$ cat src/rtl/bht_access_scheduler.sv
// Arbitrates the single BHT R/W port between fetch prediction reads and buffered EX counter updates,
// clears the table after reset and keeps a global history register. Optional gshare indexing: BHT_GSHARE_EN.
module bht_access_scheduler #(
  parameter int unsigned IDX_W  = 10,
  parameter int unsigned FIFO_D = 4,
  parameter int unsigned GHR_W  = 8
) (
  input  logic             clk,
  input  logic             rst_n,
  input  logic             fetch_req,
  input  logic [31:0]      fetch_pc,
  output logic             fetch_gnt,
  input  logic             flush,
  output logic             pred_valid,
  output logic [1:0]       pred_ctr,
  output logic             pred_taken,
  input  logic             upd_valid,
  input  logic [31:0]      upd_pc,
  input  logic [1:0]       upd_old_ctr,
  input  logic             upd_taken,
  output logic             upd_ready,
  output logic             bht_en,
  output logic             bht_we,
  output logic [IDX_W-1:0] bht_addr,
  output logic [1:0]       bht_wdata,
  input  logic [1:0]       bht_rdata,
  output logic [GHR_W-1:0] ghr,
  output logic             init_busy
);

  localparam int unsigned PTR_W = $clog2(FIFO_D);
  localparam int unsigned CNT_W = PTR_W + 1;
  localparam logic [CNT_W-1:0] FULL = CNT_W'(FIFO_D);
  localparam logic [CNT_W-1:0] HALF = CNT_W'(FIFO_D / 2);

  typedef enum logic [1:0] {S_INIT, S_RUN, S_DRAIN} state_t;

  state_t           state, state_next;
  logic [IDX_W-1:0] init_cnt;
  logic [IDX_W-1:0] fifo_idx [FIFO_D];
  logic [1:0]       fifo_ctr [FIFO_D];
  logic [PTR_W-1:0] rd_ptr, wr_ptr, scan_ptr;
  logic [CNT_W-1:0] count, count_next;
  logic             push, pop, en_c, we_c;
  logic             gnt_q, flush_q, fwd_hit, fwd_hit_q;
  logic [1:0]       fwd_ctr, fwd_ctr_q, upd_new;
  logic [IDX_W-1:0] rd_idx, upd_idx;
  logic             unused_pc_bits;

  assign unused_pc_bits = ^{fetch_pc[31:IDX_W+1], fetch_pc[0], upd_pc[31:IDX_W+1], upd_pc[0]};

`ifdef BHT_GSHARE_EN
  logic [IDX_W-1:0] ghr_ext;

  // Both indices hash with the history as it stands before this cycle's push shifts it.
  always_comb begin
    ghr_ext = '0;
    ghr_ext[GHR_W-1:0] = ghr;
    rd_idx  = fetch_pc[IDX_W:1] ^ ghr_ext;
    upd_idx = upd_pc[IDX_W:1] ^ ghr_ext;
  end
`else
  always_comb begin
    rd_idx  = fetch_pc[IDX_W:1];
    upd_idx = upd_pc[IDX_W:1];
  end
`endif

  always_comb begin
    if (upd_taken) upd_new = (upd_old_ctr == 2'b11) ? 2'b11 : upd_old_ctr + 2'b01;
    else           upd_new = (upd_old_ctr == 2'b00) ? 2'b00 : upd_old_ctr - 2'b01;
  end

  always_comb begin
    state_next = state;
    fetch_gnt  = 1'b0;
    pop        = 1'b0;
    en_c       = 1'b0;
    we_c       = 1'b0;
    bht_addr   = '0;
    bht_wdata  = '0;
    upd_ready  = (state != S_INIT) && (count < FULL);
    push       = upd_valid && upd_ready;
    case (state)
      S_INIT: begin
        en_c     = 1'b1;
        we_c     = 1'b1;
        bht_addr = init_cnt;
        if (init_cnt == '1) state_next = S_RUN;
      end
      S_RUN: begin
        if (fetch_req) begin
          fetch_gnt = 1'b1;
          en_c      = 1'b1;
          bht_addr  = rd_idx;
        end else if (count != '0) begin
          en_c      = 1'b1;
          we_c      = 1'b1;
          bht_addr  = fifo_idx[rd_ptr];
          bht_wdata = fifo_ctr[rd_ptr];
          pop       = 1'b1;
        end
      end
      S_DRAIN: begin
        if (count != '0) begin
          en_c      = 1'b1;
          we_c      = 1'b1;
          bht_addr  = fifo_idx[rd_ptr];
          bht_wdata = fifo_ctr[rd_ptr];
          pop       = 1'b1;
        end
      end
      default: state_next = S_INIT;
    endcase
    count_next = count + CNT_W'(push) - CNT_W'(pop);
    if (state == S_RUN && count_next == FULL) state_next = S_DRAIN;
    if (state == S_DRAIN && count_next <= HALF) state_next = S_RUN;
  end

  // Youngest matching entry wins; an update pushed alongside the grant is younger than all stored ones.
  always_comb begin
    fwd_hit  = 1'b0;
    fwd_ctr  = '0;
    scan_ptr = rd_ptr;
    for (int unsigned i = 0; i < FIFO_D; i++) begin
      scan_ptr = rd_ptr + PTR_W'(i);
      if ((CNT_W'(i) < count) && (fifo_idx[scan_ptr] == rd_idx)) begin
        fwd_hit = 1'b1;
        fwd_ctr = fifo_ctr[scan_ptr];
      end
    end
    if (push && (upd_idx == rd_idx)) begin
      fwd_hit = 1'b1;
      fwd_ctr = upd_new;
    end
  end

  always_ff @(posedge clk or negedge rst_n) begin
    if (!rst_n) begin
      state     <= S_INIT;
      init_cnt  <= '0;
      rd_ptr    <= '0;
      wr_ptr    <= '0;
      count     <= '0;
      ghr       <= '0;
      gnt_q     <= 1'b0;
      flush_q   <= 1'b0;
      fwd_hit_q <= 1'b0;
      fwd_ctr_q <= '0;
    end else begin
      state <= state_next;
      if (state == S_INIT) init_cnt <= init_cnt + IDX_W'(1);
      if (push) begin
        wr_ptr <= wr_ptr + PTR_W'(1);
        ghr    <= {ghr[GHR_W-2:0], upd_taken};
      end
      if (pop) rd_ptr <= rd_ptr + PTR_W'(1);
      count     <= count_next;
      gnt_q     <= fetch_gnt;
      flush_q   <= flush;
      fwd_hit_q <= fwd_hit;
      fwd_ctr_q <= fwd_ctr;
    end
  end

  always_ff @(posedge clk) begin
    if (push) begin
      fifo_idx[wr_ptr] <= upd_idx;
      fifo_ctr[wr_ptr] <= upd_new;
    end
  end

  // Port strobes are held off while reset is asserted even though the FSM already sits in INIT.
  assign bht_en     = en_c & rst_n;
  assign bht_we     = we_c & rst_n;
  assign init_busy  = (state == S_INIT);
  assign pred_valid = gnt_q & ~flush & ~flush_q & (state == S_RUN);
  assign pred_ctr   = gnt_q ? (fwd_hit_q ? fwd_ctr_q : bht_rdata) : 2'b00;
  assign pred_taken = pred_ctr[1];

endmodule

$ cat config.mk
export PLATFORM = sky130hd
export DESIGN_NAME = bht_access_scheduler
export DESIGN_NICKNAME = d
export VERILOG_FILES = /design/src/rtl/bht_access_scheduler.sv
export SDC_FILE = /design/constraint.sdc
export NUM_CORES = 1
export LEC_CHECK = 0
export ABC_AREA = 0
export CAP_MARGIN = 10
export CORE_MARGIN = 2
export CORE_UTILIZATION = 40
export CTS_BUF_LIST = sky130_fd_sc_hd__clkbuf_8
export DETAILED_ROUTE_END_ITERATION = 12
export SYNTH_ARGS = -nofsm -noshare
export SYNTH_HDL_FRONTEND = slang
export SYNTH_SLANG_ARGS = --single-unit
$ cat constraint.sdc
create_clock -name clk -period 4.4 [get_ports clk]
set_input_delay 0.88 -clock clk [delete_from_list [all_inputs] [get_ports clk]]
set_output_delay 0.88 -clock clk [all_outputs]
set_load 0.1 [all_outputs]
* Word-level counts from Yosys, hierarchy flattened
Memory sizes are Yosys's and may differ from the RTL's.
Cells that the tools add are included.
** Operators by class
- $add $sub $neg :: 9
- Magnitude comparators :: 6
- Eq/ne operators :: 12
- Mux-type cells :: 35
- Bitwise logic cells :: 7
- Reductions and logical operators :: 15
** Operators by type and width (number)
- $eq A10 B10 Y1 :: 5
- $mux W2 :: 15
- $pmux W10 S3 :: 1
- $mux W10 :: 2
- $mux W1 :: 12
- $add A10 B1 Y10 const B :: 1
- $eq A10 B10 Y1 const B :: 1
- $logic_and A1 B1 Y1 :: 9
- $pmux W2 S2 :: 2
- $add A2 B1 Y2 const B :: 3
- $lt A1 B3 Y1 const A :: 2
- $lt A2 B3 Y1 const A :: 2
- $pmux W1 S3 :: 2
- $and A1 B1 Y1 :: 5
- $add A2 B2 Y2 const B :: 2
- $eq A2 B2 Y1 const B :: 2
- $logic_not A2 Y1 :: 2
- $ne A4 B1 Y1 const B :: 1
- $add A3 B1 Y3 :: 1
- $eq A3 B3 Y1 const B :: 1
- $le A3 B2 Y1 const B :: 1
- $lt A3 B3 Y1 const B :: 1
- $ne A3 B1 Y1 const B :: 1
- $reduce_bool A3 Y1 :: 1
- 8 further kinds :: 9
** Word-level totals
- Flip-flop bits (word level) :: 32
- Bits in writable memories :: 48
- Input port bits :: 74
- Output and inout port bits :: 29
- Word-level logic and storage cells :: 96
- Memories kept :: 2
** Memory list
- fifo_idx :: words 4, bits a word 10, read ports 4, clocked after memory_dff 0, wr ports 1, RTL line 40 : logic [IDX_W-1:0] fifo_idx [FIFO_D];
- fifo_ctr :: words 4, bits a word 2, read ports 4, clocked after memory_dff 0, wr ports 1, RTL line 41 : logic [1:0] fifo_ctr [FIFO_D];

* Longest topological paths before layout
Gate-level depths: netlist (run 1).
- Depth after elaboration :: 9
- Gate-level depth with buffers :: 16
- Depth with buffers taken out :: 15

* Worst setup path after synthesis (run 1)
Ideal clock, no wire load.
- Path type :: register -> register
- Start point :: reg state[0]
- End point :: reg state[1]
- Library setup time :: 0.120 ns
- Arrival :: 4.722 ns
- Required time :: 4.280 ns
- Slack :: -0.442 ns
- Stages on the path, launching flop included :: 15
- Path buffers :: 1
- Period minus slack after synthesis :: 4.842 ns
- Path through :: dfrtp_1 -> inv_1 -> ha_1 -> nor2_1 -> and2_0 -> clkbuf_1 -> inv_1 -> ha_1 -> inv_1 -> ha_1 -> inv_1 -> fa_1 -> xnor2_1 -> nand3_1 -> a31o_2
** Between the ends
- Elaborated cells between the ends (all ways) :: 20
- Those cells by class :: 2 x add/sub; 1 x order compare; 5 x eq/ne; 4 x mux; 8 x reduce/logical
** RTL lines
- start: declaration :: RTL line 38 : state_t state, state_next;
- start signal: assignment :: RTL line 151 : state <= state_next;
- $logic_not A2 Y1 (*)
- named net init_busy :: RTL line 28 : output logic init_busy
- $pmux W2 S2 :: RTL line 84 : case (state)
- $mux W2 :: RTL line 116 : if (state == S_RUN && count_next == FULL) state_next = S_DRAIN;
- $mux W2 :: RTL line 117 : if (state == S_DRAIN && count_next <= HALF) state_next = S_RUN;
Mark *: on every way through the listed nets, which the timed path passes. The rest lies on a longest branch.
A chain may end at the register's enable or synchronous reset.

* Final worst setup path (run 1)
- Start point :: reg rd_ptr[0]
- End point :: out bht_addr[7]
** Between the ends
- Word-level cells in the longest chain between the ends :: 4
** Ends and longest elaborated chain
- start: declaration :: RTL line 42 : logic [PTR_W-1:0] rd_ptr, wr_ptr, scan_ptr;
- start signal: assignment :: RTL line 157 : if (pop) rd_ptr <= rd_ptr + PTR_W'(1);
- $mem_v2 Z4 W10 (*)
- $mux W10 (*) :: RTL line 96, 105
- $mux W10 :: RTL line 92 : if (fetch_req) begin
- $pmux W10 S3 (*) :: RTL line 84
- end: declaration :: RTL line 24 : output logic [IDX_W-1:0] bht_addr,
Mark *: on every way between the ends. The rest lies on a longest branch, timed or not.

==> results of run 1 <==
## cell families after synthesis
| family | synth area share (%) |
|---|---|
| AO/OA/AOI/OAI | 9.879 |
| XOR/XNOR | 10.60 |
| adder cells (fa/ha/maj) | 3.775 |
| buffers and inverters | 5.126 |
| flip-flops | 41.75 |
| multiplexers | 17.61 |
| AND/OR/NAND/NOR | 11.25 |
## layer usage
metal	track usage (%)	up-vias
met3	4.420	18
met1	26.63	1881
met5	0	-
li1	-	1855
met4	6.176	0
met2	31.93	122
## final timing paths
path | startpoint | to | slack [ps]
setup / recovery | rd_ptr[0]$_DFFE_PN0P_ | bht_addr[7] | 870
hold / removal | init_cnt[9]$_DFFE_PN0P_ | init_cnt[9]$_DFFE_PN0P_ | 520
setup reg to reg | rd_ptr[0]$_DFFE_PN0P_ | fwd_ctr_q[1]$_DFF_PN0_ | 1360
hold reg to reg | init_cnt[9]$_DFFE_PN0P_ | init_cnt[9]$_DFFE_PN0P_ | 520
max in group asynchronous | rst_n | rd_ptr[0]$_DFFE_PN0P_ | 3140
min in group asynchronous | rst_n | init_cnt[8]$_DFFE_PN0P_ | 950
## cell usage after synthesis, drive strengths merged, types with 9 or more instances
master / n
o21ai: 11
buf: 22
xnor2: 51
mux2i: 57
nor3: 14
mux2: 20
nand3: 9
clkbuf: 9
dfrtp: 32
a222oi: 10
edfxtp: 48
nor2: 33
nand2: 26
xor2: 14
inv: 18
ha: 13
nand4: 12
## worst max-delay path, cell delays in order, from the launching register on
cell      delay, ps
dfrtp_2         880
buf_4           360
mux2i_1         440
a222oi_1        180
nor2_2          120
buf_4           290
## flip-flops by register name, indices dropped and copies added (netlist names)
signal and cells:
init_cnt 10, count 3, fifo_idx 40, state 2, fwd_hit_q 1, gnt_q 1
fifo_ctr 8, wr_ptr 2, fwd_ctr_q 2, flush_q 1, ghr 8, rd_ptr 2
## layout make-up
type / instances / area [µm²] / share of cell area (%)
well taps: 176 / 220.2 / 3.524
inverters: 18 / 67.56 / 1.081
multi-input cells: 349 / 2870 / 45.93
repair buffers: 66 / 650.6 / 10.41
flip-flops and latches: 80 / 2245 / 35.92
clock inverters: 6 / 58.81 / 0.9409
clock buffers: 10 / 137.6 / 2.202
## metrics by stage
stage	cell area, µm²	setup WS [ps]	hold slack (ps)
floorplan	5388	28.50	466.5
global placement	6053	756.4	489.9
detailed placement	6053	730.8	503.1
CTS	6250	894.2	519.7
global route	6250	762.4	538.8
finish	6250	868.3	518.8
## power breakdown
group	internal, mW	total [mW]	switching [mW]
clock network	0.274	0.538	0.263
registers	0.963	1.18	0.213
logic	1.01	3.02	2.01
total	2.25	4.73	2.48
## cell usage in the layout (no fill, tap or decap), types with 7 or more instances in the layout
| cell | n |
|---|---|
| a222oi_1 | 10 |
| and3_1 | 7 |
| buf_4 | 24 |
| clkbuf_8 | 10 |
| clkdlybuf4s50_1 | 37 |
| dfrtp_1 | 30 |
| edfxtp_1 | 48 |
| ha_1 | 13 |
| inv_1 | 18 |
| mux2_2 | 18 |
| mux2i_1 | 54 |
| nand2_1 | 26 |
| nand3_1 | 9 |
| nand4_1 | 12 |
| nor2_1 | 26 |
| nor2_2 | 7 |
| nor3_1 | 14 |
| o21ai_0 | 8 |
| xnor2_1 | 51 |
| xor2_1 | 14 |
==> metrics.md, run 1 <==
| Metric | Value |
|---|---|
| Crit path max fanout | `36` |
| DRC viols | `0` |
| Initial DRC Count | `302` |
| Dpl hpwl | `10350 µm` |
| Avg Cell Area, Syn | `11.23 µm²` |
| CTS H-tree lvls | `3` |
| RSZ-0062 raised after global routing | `no` |
| Max Clk Rate | `0.2831 GHz` |
| CP Data Required Time | `3520 ps` |
| Largest cells by area after synthesis | `edfxtp_1, dfrtp_1, mux2i_1` |
| Tcrit/Tclk final | `80.27%` |
| Worst-Margin Slew | `976.4 ps` |
| Met2 WL post-DR | `6317 µm` |
| Register area share after synthesis | `41.75%` |
| Skew-Pair Late Insertion Delay | `370 ps` |
| Netlist Area Pre-Place | `0.005370 mm²` |
| Starting Density | `40.71%` |
| Final GP Congestion | `0.9249` |
| Clock Sinks | `80` |
| #FFs+latches synth | `80` |
| Yosys cell types | `67` |
| Post-Syn Nets | `566` |
| Hold Path Depth | `1` |
| Hold Violations, Final | `0` |
| Dominant cell type by area after synthesis | `edfxtp_1` |
| Hold_buf cts | `0` |
| WP data arrival | `2650 ps` |
| Startpoint Class | `register` |
| Layout area overhead | `16.38%` |
| Yosys top cell area share | `26.84%` |
| Final Util | `47.38%` |
| Vias in the first global route | `3873` |
| Share of layout cells above drive strength 1 | `17.39%` |
| Postcts setup bufs | `0` |
| Antenna cells | `0` |
| Async S/R FF share, synth | `40.00%` |
| Final #Nets | `612` |
| CTS tree | `built` |
| Core Region | `0.01319 mm²` |
| Largest net degree at the start of global routing | `37` |
| Post-DR vias/cell | `5.498` |
| Post-synth EDFFs | `48` |
| Metal-1 WL | `6217 µm` |
| Die ar. | `0.01437 mm²` |
| Layout Skew | `15.02 ps` |
| R2R cell count | `8` |
| Routed WL per cell | `19.12 µm` |
| Syn Inst Count | `478` |
| Non-filler cells, final | `705` |
| LEAKAGE | `2.432 nW` |
| Cts repair resizes | `0` |
| Finish-stage setup viols | `0` |
| Crit Path Category | `reg -> out` |
| Sum of negative setup slack | `0 ps` |
| Overall Power | `4.733 mW` |
| Pre-antenna DRT Iters | `5` |
| Vias | `3876` |
| Met3 wire length | `709 µm` |
| Port buffer count | `58` |
| TritonCTS buffer count | `9` |
| # IOs | `103` |
| GR Overflow Total | `0` |
| Top FF cell, synth | `edfxtp_1` |
| Hold Crit Class | `reg -> reg` |
| Outcome | `finished clean` |
| Max-cap viol count | `0` |
| Worst slew margin | `34.70%` |
| Fill cells | `1226` |
| Highest Signal Layer | `met4` |
| Routed wire length | `13480 µm` |
| Post-DRT Antenna Nets | `0` |
| GR Util All Layers | `19.81%` |
| Crit path time final | `3532 ps` |
| FP Rows | `42` |
| Max clock buf depth | `2` |
| Synthesis Warnings | `0` |
| PwrDens | `757.3 mW/mm²` |
| Critical path capture point type | `primary output` |
| Die Wd | `119.9 µm` |
| Cells after DPL | `689` |
| Peak VDD IR | `0.2663 mV` |
| Chip Height | `119.9 µm` |
| Initial antenna violation count | `0` |
| Max Slew Vio Count | `0` |
| Global-route wire length before repair | `21380 µm` |
| CTS Root Cell | `clkbuf_8` |
| Worst-path clk slew | `80 ps` |
No activity file was read; power rests on OpenSTA's default activity.
==> run 2: changes to the inputs <==
Clock period 4.4 ns to 3.7 ns, I/O delays scaled along.
==> run 2 against run 1 <==
Compared with the run above:
- first-iteration DRC count up 34%
- routed wire length up 5.3%
- largest power group unchanged
- clock power up 33%
- sequential power up 19%
- power up 27%
- utilization up 1.8 points
- setup slack worse by 620 ps
- register-to-register slack worse by 700 ps
- critical path depth up 1
- via count up 2.9%
- combinational power up 29%
- flip-flop and latch count unchanged
==> metrics.md, run 2 (same netlist as run 1, synthesis figures left out) <==
| Metric | Value |
|---|---|
| Outcome | `finished clean` |
| Largest net degree at the start of global routing | `33 (-11%)` |
| Max clock buf depth | `2 (unchanged)` |
| Port buffer count | `58 (unchanged)` |
| CTS H-tree lvls | `3 (unchanged)` |
| Largest regs | `fifo_idx x40, init_cnt x10` |
| Skew-Pair Late Insertion Delay | `370 ps (about the same)` |
| Power Internal | `2.964 mW (+32%)` |
| Sw Pwr | `3.050 mW (+23%)` |
| Postcts setup bufs | `0 (unchanged)` |
| Overall Power | `6.015 mW (+27%)` |
| WP data arrival | `2710 ps (+60 ps)` |
| Fill cells | `1183 (-3.5%)` |
| LEAKAGE | `2.519 nW (+3.6%)` |
| Sum of negative setup slack | `0 ps (unchanged)` |
| Chip Height | `119.9 µm (unchanged)` |
| Worst stage delay on the critical path | `750 ps (-130 ps)` |
| Crit. path cell count | `6 (+1)` |
| Setup WS post-layout | `246.7 ps (-621.6 ps)` |
| CTS Root Cell | `clkbuf_8` |
| Clock Sinks | `80 (unchanged)` |
| Worst r2r src | `state[1]$_DFFE_PN0P_` |
| Worst-Margin Slew | `986.3 ps (+9.879 ps)` |
| Crit-path leading delay family | `flip-flops` |
| CP endpoint | `bht_addr[4]` |
| Crit path launch | `rd_ptr[1]$_DFFE_PN0P_` |
| DRC viols | `0 (unchanged)` |
| Vias in the first global route | `3976 (+2.7%)` |
| GR Overflow Total | `0 (unchanged)` |
| Sw Share | `50.72% (-1.7 points)` |
| Crit path max fanout | `20 (-44%)` |
| Hold Violations, Final | `0 (unchanged)` |
| Finish-stage setup viols | `0 (unchanged)` |
| Final #Nets | `621 (+1.5%)` |
| Die Wd | `119.9 µm (unchanged)` |
| Pre-antenna DRT Iters | `5 (unchanged)` |
| Layout area overhead | `20.74%` |
| Routed wire length | `14190 µm (+5.3%)` |
| CP dominant cell by count | `mux2i_1` |
| Dpl hpwl | `10890 µm (+5.2%)` |
| Starting Density | `40.71% (unchanged)` |
| R2R cell count | `14 (+6)` |
| Max Slew Vio Count | `0 (unchanged)` |
| PwrDens | `927.7 mW/mm² (+22%)` |
| Core Region | `0.01319 mm² (unchanged)` |
| Reg power frac | `23.4% (-1.4 points)` |
| Max FFs per register | `40 (unchanged)` |
| Initial antenna violation count | `0 (unchanged)` |
| Routed WL per cell | `19.88 µm (+4.0%)` |
| Vias | `3987 (+2.9%)` |
| RSZ-0062 raised after global routing | `no` |
| Worst-path clk slew | `80 ps (about the same)` |
| FP Rows | `42 (unchanged)` |
| WP buf/inv | `2 (unchanged)` |
| Commonest non-fill, non-tap cell in the layout | `mux2i_1` |
| Max-cap viol count | `0 (unchanged)` |
| Crit path cell chain | `buf_4, mux2i_1, mux2i_1, a222oi_1, nor2_2, buf_12` |
| Hold Crit Class | `reg -> reg` |
| Tcrit/Tclk final | `93.33%` |
| Pre-CTS setup slack | `150.3 ps (-580.5 ps)` |
| Max Clk Rate | `0.2896 GHz` |
| GR Util All Layers | `20.98% (+1.2 points)` |
| TritonCTS buffer count | `9 (unchanged)` |
| Final GP Congestion | `0.9373 (+1.3%)` |
| Die ar. | `0.01437 mm² (unchanged)` |
| Reg with most FFs | `fifo_idx` |
| Global-route wire length before repair | `22510 µm (+5.3%)` |
| # IOs | `103 (unchanged)` |
| Layout Skew | `7.573 ps (-7.451 ps)` |
| Critical path capture point type | `primary output` |
| Startpoint Class | `register` |
| CP Data Required Time | `2960 ps (-560 ps)` |
| Crit path time final | `3453 ps` |
| Initial DRC Count | `406 (+34%)` |
| FF-to-FF setup slack | `660 ps (-700 ps)` |
| Post-DRT Antenna Nets | `0 (unchanged)` |
| Most frequent cells in the layout | `mux2i_1, xnor2_1, edfxtp_1` |
| Clock share of power | `11.9% (+0.5 points)` |
| Post-DR vias/cell | `5.584 (+1.6%)` |
| CP max stage cell | `dfrtp_2` |
| Peak VDD IR | `0.3517 mV (+32%)` |
| Antenna cells | `0 (unchanged)` |
| CTS tree | `built` |
| Worst slew margin | `34.04% (-0.66 points)` |
| Crit Path Category | `reg -> out` |
| Hold_buf cts | `0 (unchanged)` |
| R2R Path End | `state[1]$_DFFE_PN0P_` |
| Dpl cell area | `0.006264 mm² (+3.5%)` |
| Final instance area | `0.006484 mm² (+3.7%)` |
| Logic pwr share | `64.7% (+0.9 points)` |
| Share of layout cells above drive strength 1 | `19.52% (+2.1 points)` |
| Cts repair resizes | `0 (unchanged)` |
==> run 2: changes by cell type in the layout (fill, tap and decap cells not counted) <==
cell and delta:
buf_12 +10, nor2_1 -4, clkinv_2 -3, nor2_2 +3, buf_4 -1, bufinv_16 +1, clkinv_4 -1, clkinvlp_4 +1
ha_1 -1, ha_2 +1, inv_1 +1, inv_4 +1, nor2_4 +1
==> run 2: through the flow <==
| stage | cells | utilization (%) | hold WS [ps] |
|---|---|---|---|
| after floorplan | 478 | - | 444.4 |
| after global placement | 698 | 47.49 | 489.5 |
| after detailed placement | 698 | 47.49 | 497.9 |
| after CTS | 714 | 49.16 | 508.6 |
| after global routing | 714 | 49.16 | 533.4 |
| final | 714 | 49.16 | 506.3 |
==> run 2: final cells by class <==
| class | count | area (µm²) | share of cell area, % |
|---|---|---|---|
| Inverter | 18 | 67.56 | 1.042 |
| Clock inverter | 6 | 82.58 | 1.274 |
| Timing Repair Buffer | 75 | 843.3 | 13.01 |
| Multi-Input combinational cell | 349 | 2888 | 44.54 |
| Tap cell | 176 | 220.2 | 3.396 |
| Clock buffer | 10 | 137.6 | 2.123 |
| Sequential cell | 80 | 2245 | 34.62 |
==> run 2: worst min path at each step <==
stage / start / endpoint / slack [ps] / cells after the start
after floorplan: rst_n / count[0]$_DFF_PN0_ / 440 / 0
after global placement: ghr[7]$_DFFE_PN0P_ / ghr[7]$_DFFE_PN0P_ / 490 / 1
after detailed placement: init_cnt[9]$_DFFE_PN0P_ / init_cnt[9]$_DFFE_PN0P_ / 500 / 1
after CTS: init_cnt[9]$_DFFE_PN0P_ / init_cnt[9]$_DFFE_PN0P_ / 510 / 1
after global routing: init_cnt[9]$_DFFE_PN0P_ / init_cnt[9]$_DFFE_PN0P_ / 530 / 1
final: init_cnt[9]$_DFFE_PN0P_ / init_cnt[9]$_DFFE_PN0P_ / 510 / 1
==> run 2: power by group through the flow <==
stage          registers, mW  clock network, mW  logic [mW]
2_1_floorplan           1.57                  0        2.70
3_3_place_gp            1.41                  0        3.85
3_5_place_dp            1.42                  0        3.88
4_1_cts                 1.41              0.743        3.89
5_1_grt                 1.44              0.780        4.11
6_report                1.41              0.718        3.89
==> run 2: worst register-to-register path: cells and delay by family (launching register included) <==
family | cells | cell delay (ps)
compound gates | 2 | 370
simple gates | 3 | 470
xor+xnor | 1 | 280
fa+ha+maj | 4 | 1070
flops | 1 | 430
buf+inv | 4 | 330
==> run 2: per-layer routing <==
metal | GRT usage, % | vias up | share of wire, %
li1 | - | 1882 | -
met1 | 28.69 | 1974 | 46
met2 | 33.46 | 117 | 47
met3 | 4.990 | 14 | 5.1
met4 | 5.588 | 0 | 1.7
met5 | 0 | - | 0
==> run 3: changes to the inputs <==
Settings changed: CORE_MARGIN 2 to not set, SLEW_MARGIN set to 20.
==> run 3 against run 2 <==
Compared with the run above:
- first-iteration DRC count up 6.9%
- combinational power hardly changed
- global-route usage is 0.30 points higher
- setup slack improved by 18 ps
- clock power shrank 20%
- routed wire length fell by 1.9%
- utilization up 0.51 points
- highest routed layer unchanged
==> metrics.md, run 3 (same netlist as run 1, synthesis figures left out) <==
| Metric | Value |
|---|---|
| Hold_ws | `505.7 ps (-0.6230 ps)` |
| Max Slew Vio Count | `0 (unchanged)` |
| Crit path cell chain | `mux2i_1, nand2_1, a32o_1, a221oi_1, nor2_2, buf_12` |
| Hold Violations, Final | `0 (unchanged)` |
| Pre-CTS setup slack | `122.6 ps (-27.72 ps)` |
| Critical path capture point type | `primary output` |
| Reg with most FFs | `fifo_idx` |
| Clock Sinks | `80 (unchanged)` |
| Vias | `3944 (-1.1%)` |
| GR Util All Layers | `21.27% (+0.30 points)` |
| CTS tree | `built` |
| Largest regs | `fifo_idx x40, init_cnt x10` |
| LEAKAGE | `2.484 nW (-1.4%)` |
| TritonCTS buffer count | `9 (unchanged)` |
| Finish-stage setup viols | `0 (unchanged)` |
| Starting Density | `41.71% (+0.99 points)` |
| # IOs | `103 (unchanged)` |
| Cells after DPL | `690 (-1.1%)` |
| Worst slew margin | `35.11% (+1.1 points)` |
| RSZ-0062 raised after global routing | `no` |
| Hold Crit Class | `reg -> reg` |
| CP Data Required Time | `2960 ps (about the same)` |
| Worst-Margin Slew | `970.4 ps (-15.92 ps)` |
| Max FFs per register | `40 (unchanged)` |
| Skew-Pair Late Insertion Delay | `370 ps (about the same)` |
| Routed wire length | `13920 µm (-1.9%)` |
| Final #Nets | `617 (-0.64%)` |
| Cts repair resizes | `0 (unchanged)` |
| Layout area overhead | `19.08%` |
| Crit path time final | `3435 ps (-17.99 ps)` |
| Max-cap viol count | `0 (unchanged)` |
| Die Wd | `117.9 µm (-1.7%)` |
| Postcts setup bufs | `0 (unchanged)` |
| Final GP Congestion | `0.8992 (-4.1%)` |
| Max Clk Rate | `0.2911 GHz (+0.52%)` |
| Port buffer count | `58 (unchanged)` |
| Multi-input gate area | `0.002888 mm² (unchanged)` |
| Routed WL per cell | `19.71 µm (-0.81%)` |
| Worst stage delay on the critical path | `770 ps (+20 ps)` |
| Fill cells | `1175 (-0.68%)` |
| Post-DR vias/cell | `5.586 (about the same)` |
| Max clock buf depth | `2 (unchanged)` |
| Dpl cell area | `0.006228 mm² (-0.56%)` |
| Global-route wire length before repair | `22400 µm (-0.46%)` |
| Largest net degree at the start of global routing | `33 (unchanged)` |
| Setup WS post-layout | `264.7 ps (+17.99 ps)` |
| Sum of negative setup slack | `0 ps (unchanged)` |
| Pre-antenna DRT Iters | `6 (+1)` |
| Chip Height | `117.9 µm (-1.7%)` |
| Outcome | `finished clean` |
| Initial antenna violation count | `0 (unchanged)` |
| Startpoint Class | `register` |
| Post-DRT Antenna Nets | `0 (unchanged)` |
| GR Overflow Total | `0 (unchanged)` |
| Most frequent cells in the layout | `mux2i_1, xnor2_1, edfxtp_1` |
| Tcrit/Tclk final | `92.85% (-0.49 points)` |
| Peak VDD IR | `0.3111 mV (-12%)` |
| Die ar. | `0.01389 mm² (-3.3%)` |
| Commonest non-fill, non-tap cell in the layout | `mux2i_1` |
| Layout Skew | `9.487 ps (+1.914 ps)` |
| FP Rows | `41 (-2.4%)` |
| Share of layout cells above drive strength 1 | `18.73% (-0.79 points)` |
| Vias in the first global route | `3939 (-0.93%)` |
| Final instance area | `0.006395 mm² (-1.4%)` |
| Crit Path Category | `reg -> out` |
| Dpl hpwl | `10640 µm (-2.3%)` |
| Non-filler cells, final | `706 (-1.1%)` |
| Initial DRC Count | `434 (+6.9%)` |
| Register Area | `0.002245 mm² (unchanged)` |
| Worst-path clk slew | `80 ps (about the same)` |
| Antenna cells | `0 (unchanged)` |
| Crit path max fanout | `22 (+10%)` |
| CTS Root Cell | `clkbuf_8` |
| WP data arrival | `2700 ps (about the same)` |
| CP max stage cell | `dfrtp_2` |
| DRC viols | `0 (unchanged)` |
| Core Region | `0.01288 mm² (-2.4%)` |
| PwrDens | `914.9 mW/mm² (-1.4%)` |
| Hold_buf cts | `0 (unchanged)` |
| CTS H-tree lvls | `3 (unchanged)` |
-- run 3: report_power, final --
group	switching [mW]	leakage [nW]	internal [mW]
clock network	0.318	0.0987	0.254
logic	2.45	1.55	1.42
registers	0.267	0.833	1.14
total	3.04	2.48	2.82
-- run 3: final timing paths --
| check | end | startpoint | depth (start not counted) | slack, ps |
|---|---|---|---|---|
| min in group asynchronous | state[1]$_DFFE_PN0P_ | rst_n | 2 | 840 |
| setup / recovery | bht_addr[1] | rd_ptr[1]$_DFFE_PN0P_ | 6 | 260 |
| hold reg to reg | init_cnt[9]$_DFFE_PN0P_ | init_cnt[9]$_DFFE_PN0P_ | 1 | 510 |
| max in group asynchronous | rd_ptr[1]$_DFFE_PN0P_ | rst_n | 2 | 2530 |
| hold / removal | init_cnt[9]$_DFFE_PN0P_ | init_cnt[9]$_DFFE_PN0P_ | 1 | 510 |
| setup reg to reg | state[1]$_DFFE_PN0P_ | state[1]$_DFFE_PN0P_ | 14 | 670 |
-- run 3: metrics by stage --
step	power (mW)	util [%]
after floorplan	4.268	-
after global placement	5.234	48.37
after detailed placement	5.287	48.37
after CTS	5.873	49.66
after global routing	6.149	49.66
final	5.851	49.66
-- run 3: worst max-delay path, delay by kind of cell (launching register included) --
family | cells | cell delay (ps)
AND/OR/NAND/NOR | 2 | 220
multiplexers | 1 | 530
buffers and inverters | 1 | 190
flip-flops | 1 | 770
AO/OA/AOI/OAI | 2 | 610
-- run 3: metal layers --
| layer | vias to the layer above | wire length, µm | track usage (%) |
|---|---|---|---|
| met4 | 0 | 408 | 9.215 |
| met1 | 1932 | 6425 | 28.55 |
| met3 | 20 | 619 | 4.118 |
| met2 | 126 | 6464 | 33.35 |
| li1 | 1866 | - | - |
| met5 | - | 0 | 0 |
-- run 3: layout make-up --
cell class                      instances  area share (%)
Inverter                               18           1.057
Tap cell                              172           3.365
Clock buffer                           10           2.152
Timing Repair Buffer                   71           12.72
Clock inverter                          6          0.4500
Sequential cell                        80           35.10
Multi-Input combinational cell        349           45.16
